==> src/rtl/coin_event_arbiter.sv <==
// Coin sensor front-end: per-sensor glitch filter, round-robin arbiter and event FIFO
// feeding the credit FSM one coin at a time over a valid/ready handshake.
module coin_event_arbiter #(
  parameter int FIFO_DEPTH = 4,
  parameter int MIN_HIGH   = 2
) (
  input  logic       clk,
  input  logic       rst,
  input  logic       coin_01rs,
  input  logic       coin_02rs,
  input  logic       coin_05rs,
  input  logic       coin_10rs,
  output logic       coin_valid,
  output logic [1:0] coin_id,
  output logic [3:0] coin_value,
  input  logic       coin_ready,
  output logic [3:0] fifo_count,
  output logic       overflow,
  input  logic       overflow_clr
);

  localparam int AW = $clog2(FIFO_DEPTH);
  localparam logic [3:0] MIN_CNT = 4'(MIN_HIGH);
  localparam logic [3:0] MIN_M1  = 4'(MIN_HIGH - 1);
  localparam logic [3:0] DEPTH   = 4'(FIFO_DEPTH);

  function automatic logic [3:0] coin_lut(input logic [1:0] id);
    case (id)
      2'd0:    coin_lut = 4'd1;
      2'd1:    coin_lut = 4'd2;
      2'd2:    coin_lut = 4'd5;
      default: coin_lut = 4'd10;
    endcase
  endfunction

  logic [3:0] sensor;
  logic [3:0] cnt_reg [4];
  logic [3:0] armed_reg;
  logic [3:0] detect;
  logic [3:0] pend_reg;
  logic [1:0] rr_ptr_reg;

  assign sensor = {coin_10rs, coin_05rs, coin_02rs, coin_01rs};

  // armed blocks a second detect until the sensor drops, so a held coin counts once.
  genvar gi;
  generate
    for (gi = 0; gi < 4; gi++) begin : g_filter
      assign detect[gi] = sensor[gi] && (cnt_reg[gi] == MIN_M1) && !armed_reg[gi];

      always_ff @(posedge clk or negedge rst) begin
        if (!rst) begin
          cnt_reg[gi]   <= '0;
          armed_reg[gi] <= 1'b0;
        end else if (!sensor[gi]) begin
          cnt_reg[gi]   <= '0;
          armed_reg[gi] <= 1'b0;
        end else begin
          if (cnt_reg[gi] != MIN_CNT) cnt_reg[gi] <= cnt_reg[gi] + 4'd1;
          if (detect[gi]) armed_reg[gi] <= 1'b1;
        end
      end
    end
  endgenerate

  logic          pop;
  logic          push_ok;
  logic          push;
  logic [3:0]    grant;
  logic [1:0]    grant_id;
  logic          found;
  logic [1:0]    idx;
  logic [AW-1:0] rd_ptr_reg;
  logic [AW-1:0] wr_ptr_reg;
  logic [AW-1:0] rd_ptr_next;
  logic [3:0]    count_next;
  logic [1:0]    head_id_next;
  logic [1:0]    mem [FIFO_DEPTH];

  assign coin_valid = (fifo_count != 4'd0);
  assign pop        = coin_valid && coin_ready;
  assign push_ok    = (fifo_count < DEPTH) || pop;

  always_comb begin
    grant    = '0;
    grant_id = '0;
    found    = 1'b0;
    idx      = '0;
    for (int k = 0; k < 4; k++) begin
      idx = rr_ptr_reg + 2'(k);
      if (push_ok && !found && pend_reg[idx]) begin
        grant[idx] = 1'b1;
        grant_id   = idx;
        found      = 1'b1;
      end
    end
  end

  assign push = found;

  always_comb begin
    count_next   = fifo_count;
    if (push && !pop) count_next = fifo_count + 4'd1;
    if (pop && !push) count_next = fifo_count - 4'd1;
    rd_ptr_next  = rd_ptr_reg + AW'(pop);
    // A push landing on the new head slot is not in the array yet, so bypass it.
    if (count_next == 4'd0)                      head_id_next = 2'd0;
    else if (push && rd_ptr_next == wr_ptr_reg)  head_id_next = grant_id;
    else                                         head_id_next = mem[rd_ptr_next];
  end

  always_ff @(posedge clk) begin
    if (push) mem[wr_ptr_reg] <= grant_id;
  end

  always_ff @(posedge clk or negedge rst) begin
    if (!rst) begin
      pend_reg   <= '0;
      rr_ptr_reg <= '0;
      rd_ptr_reg <= '0;
      wr_ptr_reg <= '0;
      fifo_count <= '0;
      coin_id    <= '0;
      coin_value <= '0;
      overflow   <= 1'b0;
    end else begin
      pend_reg   <= (pend_reg & ~grant) | detect;
      if (push) begin
        rr_ptr_reg <= grant_id + 2'd1;
        wr_ptr_reg <= wr_ptr_reg + AW'(1);
      end
      rd_ptr_reg <= rd_ptr_next;
      fifo_count <= count_next;
      coin_id    <= head_id_next;
      coin_value <= (count_next == 4'd0) ? 4'd0 : coin_lut(head_id_next);
      if (|(detect & pend_reg & ~grant)) overflow <= 1'b1;
      else if (overflow_clr)             overflow <= 1'b0;
    end
  end

endmodule

==> config.mk <==
export PLATFORM = sky130hd
export DESIGN_NAME = coin_event_arbiter
export DESIGN_NICKNAME = d
export VERILOG_FILES = /design/src/rtl/coin_event_arbiter.sv
export SDC_FILE = /design/constraint.sdc
export NUM_CORES = 1
export LEC_CHECK = 0
export CORE_MARGIN = 2
export CORE_UTILIZATION = 31
export CTS_CLUSTER_SIZE = 8
export DETAILED_ROUTE_END_ITERATION = 10
export SYNTH_ARGS = -nofsm -noshare
export SYNTH_HDL_FRONTEND = slang
export SYNTH_SLANG_ARGS = --single-unit
export TNS_END_PERCENT = 1
==> constraint.sdc <==
create_clock -name clk -period 7.37 [get_ports clk]
set_clock_uncertainty 0.05 [all_clocks]
set_input_delay 1.1055 -clock clk [delete_from_list [all_inputs] [get_ports clk]]
set_output_delay 1.1055 -clock clk [all_outputs]
set_load 0.05 [all_outputs]
-- Yosys cells after proc, flatten, opt, wreduce, memory -nomap -nowiden
Memory sizes are Yosys's and may differ from the RTL's.
Index checks and enable logic that the tools add are counted.
- reductions and logical operators: 38
- add/subtract/negate cells: 12
- order comparisons: 9
- equal/unequal tests: 19
- mux-type cells: 54
- bitwise gates (word level): 8
- operator list (kind ; number):
    4-bit two-way mux ; 15
    1-bit two-way mux ; 24
    1-bit logical AND ; 23
    4-bit by 1-bit adder with 4-bit output, second input constant ; 5
    4-bit by 1-bit equality test with 1-bit output, second input constant ; 4
    2-bit by 1-bit != test with 1-bit output, second input constant ; 8
    4-bit by 2-bit != test with 1-bit output, second input constant ; 4
    4-bit bitwise OR ; 4
    4-bit AND ; 3
    2-bit by 3-bit less-than comparator with 1-bit output, second input constant ; 4
    2-bit two-way mux ; 6
    4-bit one-hot mux with 3 select lines ; 1
    1-bit logical NOT ; 9
    1-bit binary-select mux with 2-bit select ; 4
    1-bit demux with 2-bit select ; 4
    2-bit by 1-bit >= comparator with 1-bit output, second input constant ; 4
    2-bit by 1-bit adder with 2-bit output, second input constant ; 3
    2-bit adder, second input constant ; 2
    4-bit logical NOT ; 1
    4-bit by 3-bit less-than comparator with 1-bit output, second input constant ; 1
    4-bit NOT ; 1
    4-bit nonzero test ; 1
    4-bit OR reduction ; 1
    4-bit by 1-bit subtractor with 4-bit output, second input constant ; 1
    7 further kinds ; 7
- logic and storage cells: 157
- flip-flop bits (word level): 41
- memories: 1
- RAM bits: 8
- output and inout bits: 12
- input bits: 8
- memories (name ; depth ; width ; rd ports ; clocked after memory_dff ; wr ports ; line ; text):
    mem ; 4 ; 2 ; 1 ; 0 ; 1 ; 78 ; logic [1:0] mem [FIFO_DEPTH];

-- Longest topological paths before layout
- depth in word-level cells: 25
- mapped depth: 13
- depth with buffers taken out: 12

-- Least setup slack after synthesis
Ideal clock, no wire load.
- path kind: register to register
- from: register rr_ptr_reg[0]
- to: register rr_ptr_reg[1]
- period minus slack after synthesis: 3382 ps
- slack: 3988 ps
- stages on the path, launching flop included: 12
- data arrival time: 3197 ps
- path buffers: 3
- path through: dfrtp_1 > clkbuf_1 > clkbuf_1 > inv_1 > ha_1 > clkbuf_1 > mux4_2 > or3b_1 > o221ai_1 > o21ai_1 > xnor2_1 > o22ai_1
- longest elaborated chain between the ends: 17
- elaborated cells between the ends (all ways): 30
- classes of those cells: add/sub (4); mux (16); reduce/logical (10)
- RTL lines (element ; line ; text):
    start, declared ; 41 ; logic [1:0] rr_ptr_reg;
    start signal, assigned ; 129 ; rr_ptr_reg <= grant_id + 2'd1;
    1-bit binary-select mux with 2-bit select ; 91 ; if (push_ok && !found && pend_reg[idx]) begin
    1-bit two-way mux (implied by the code) ; 91 ;
    1-bit logical AND ; 91 ;
    1-bit two-way mux ; 91 ;
    1-bit logical NOT ; 91 ;
    1-bit logical AND (2 in series) ; 91 ;
    1-bit two-way mux ; 91 ;
    1-bit logical NOT ; 91 ;
    1-bit logical AND (2 in series) ; 91 ;
    1-bit two-way mux ; 91 ;
    1-bit logical NOT ; 91 ;
    1-bit logical AND (2 in series) ; 91 ;
    2-bit two-way mux ; 91 ;
    2-bit by 1-bit adder with 2-bit output ; 129 ;
Several ways; a longest one is shown, not always the timed one. The select of a mux whose other input is x is not followed.
A chain may end at the register's enable or synchronous reset.

-- Worst setup path in the final report
Ends and elaborated chain as after synthesis.

==> flow_metrics.tcl <==
set metrics [dict create \
    slew_viol_final 0 \
    die_area_um2 10800 \
    placed_area_um2 3380 \
    rows 36 \
    cts_resized 0 \
    place_inst 440 \
    hp-class "reg -> reg" \
    final_core_util_pct 36.1 \
    cts_sinks 48 \
    syn_avg_cell_area_um2 10.3 \
    worst_setup_path_end_kind "flop" \
    synth-async-reset-ratio_pct 83.3 \
    largest_reg_flops 16 \
    syn_nets 335 \
    cts_setup_buffers 0 \
    drt_iter0_drc 132 \
    viasPerCell 4.95 \
    finish.net_count 349 \
    yosysTopAreaCellShare_pct 32.5 \
    firstDrtPassIters 4 \
    grtUsageTotal_pct 11.6 \
    setup_viol 0 \
    relSlewSlack_pct 37.7 \
    wl_per_cell_um 13.3 \
    min_period_over_period_pct 46.5 \
    cts_tree "yes" \
    grt_pass1_vias 2100 \
    critPathLaunchType "flop" \
    seq_area_um2 1240 \
    hold_buffers 0 \
    grt_max_degree 41 \
    p_clk_share_pct 13.9 \
    intPower_uw 898 \
    htree_levels 2 \
    p_seq_share_pct 32.9 \
    status "finished clean" \
    numCtsBuffers 5 \
    final_cells 448 \
    clock_latency_ns 0.30 \
    synthCells 300 \
    coreArea_um2 9730 \
    ant_nets 0 \
    critPathRequiredTime_ns 7.49 \
    swShare_pct 43.8 \
    crit_type "reg -> reg" \
    crit_arrival_ns 3.55 \
    final_cell_mix "40 x dfrtp_1, 27 x ha_1, 24 x inv_1, 19 x nand2_1" \
    fmax_mhz 292 \
    clk_path_buf_depth 2 \
    p_switching_uw 701 \
    ys_seq_area_share_pct 40.3 \
    boundaryPins 20 \
    synth.area.top_cells "dfrtp_1 32%, ha_1 11%, edfxtp_1 7.8%" \
    area_delta_synth_final_pct 13.8 \
    fin_crit_ns 3.43 \
    synth-seq-cells 48 \
    yosysTopAreaCell "dfrtp_1" \
    final.setup.tns_ns 0 \
    grt_overflow 0 \
    root_buffer "clkbuf_8" \
    hold_viol_final 0 \
    rsz0062_at_grt "false" \
    tightest_slew_ns 0.935 \
    hpwl_mm 4.33 \
    post-route-drc-count 0 \
    vias 2217 \
    num-fill-cells 975 \
    p_per_area_nw_per_um2 456 \
    antenna_found_initial 0 \
    io_buffers 19 \
    maxCapViolations 0 \
    die-height_um 104 \
    syn_area_um2 3080 \
    drt-total-wl_mm 5.98 \
    fin_area_um2 3510 \
    fp.dieW_um 104 \
    path_clk_slew_ns 0.09 \
    synth-edff-count 8 \
    vdd_drop_max_uv 162 \
    synth_top_flop_cell "dfrtp_1" \
    critical_path.max_fanout 20 \
    routabilityCongestion 0.890 \
    grt_pass1_wl_mm 10.2 \
    p_leak_uw 0.00152 \
    synth_cell_types 62 \
    final_common_cell "dfrtp_1" \
    diodes 0 \
    comb_power_share_pct 53.2 \
    multiInputGateArea_um2 1690 \
    final_layout_size_suffix_gt1_share_pct 8.25 \
    yosysWarnings 0 \
    start_util_pct 31.7 \
]
-- final cells by class --
| class | count | area share, % |
|---|---|---|
| repair buffers | 19 | 5.28 |
| flip-flops and latches | 48 | 35.4 |
| inverters | 24 | 2.57 |
| clock buffers | 6 | 2.07 |
| multi-input cells | 216 | 48.3 |
| well taps | 133 | 4.74 |
| clock inverters | 2 | 1.71 |
-- cells in the mapped netlist (all sizes together), types with 2 or more instances --
cell type	instances
a21boi	2
a21oi	5
a2bb2oi	2
a31o	2
a31oi	2
and2	11
and3	7
and3b	2
buf	3
clkbuf	9
dfrtp	40
edfxtp	8
ha	27
inv	24
mux2	4
mux2i	7
mux4	5
nand2	19
nand2b	4
nand3	12
nand3b	3
nand4	6
nand4b	2
nor2	18
nor2b	7
nor3	3
nor3b	3
o211a	3
o211ai	3
o21a	2
o21ai	14
o221ai	3
o311a	3
or3	3
or3b	3
xnor2	9
xor2	2
-- through the flow --
step / total power, uW / worst slack, ns / hold WS (ns)
after floorplan: 1180 / 3.99 / 0.405
after detailed placement: 1380 / 3.96 / 0.421
final: 1600 / 3.94 / 0.439
after CTS: 1610 / 3.96 / 0.442
after global routing: 1730 / 3.72 / 0.458
after global placement: 1360 / 4.01 / 0.414
-- kinds of logic after synthesis --
kind of cell,share of synthesized area [%]
simple gates,20.1
fa+ha+maj,11.0
flops,40.3
buf+inv,4.79
compound gates,12.6
xor+xnor,3.86
mux,7.39
-- power by group through the flow --
stage          clock network (uW)  registers, uW  logic (uW)
3_3_place_gp                    0            524         835
2_1_floorplan                   0            533         645
6_report                      223            525         851
4_1_cts                       228            525         855
3_5_place_dp                    0            530         850
5_1_grt                       240            544         948
-- per-layer routing --
metal	routed length, um	vias to the layer above	track usage (%)
met5	0	-	0
met4	63	0	3.47
met3	232	7	2.58
met2	2760	35	18.7
met1	2930	1073	15.5
li1	-	1102	-
-- path summary, 6_finish.rpt --
path	slack, ns	from	cells after the start	endpoint
max reg2reg	3.94	rr_ptr_reg[0]	8	rr_ptr_reg[1]
min in group asynchronous	0.89	rst	1	rd_ptr_reg[1]
max in group asynchronous	5.80	rst	1	cnt_reg[2]
max	3.94	rr_ptr_reg[0]	8	rr_ptr_reg[1]
min reg2reg	0.44	armed_reg[3]	1	armed_reg[3]
min	0.44	armed_reg[3]	1	armed_reg[3]
-- critical path, cell delays in order, from the launching register on --
cell      delay, ns
dfrtp_1        0.80
inv_1          0.31
ha_1           0.53
mux4_2         0.55
or3b_1         0.38
o221ai_1       0.26
o21ai_1        0.13
xnor2_1        0.17
o22ai_1        0.10
Note: power is estimated with default switching activity, not from simulation.
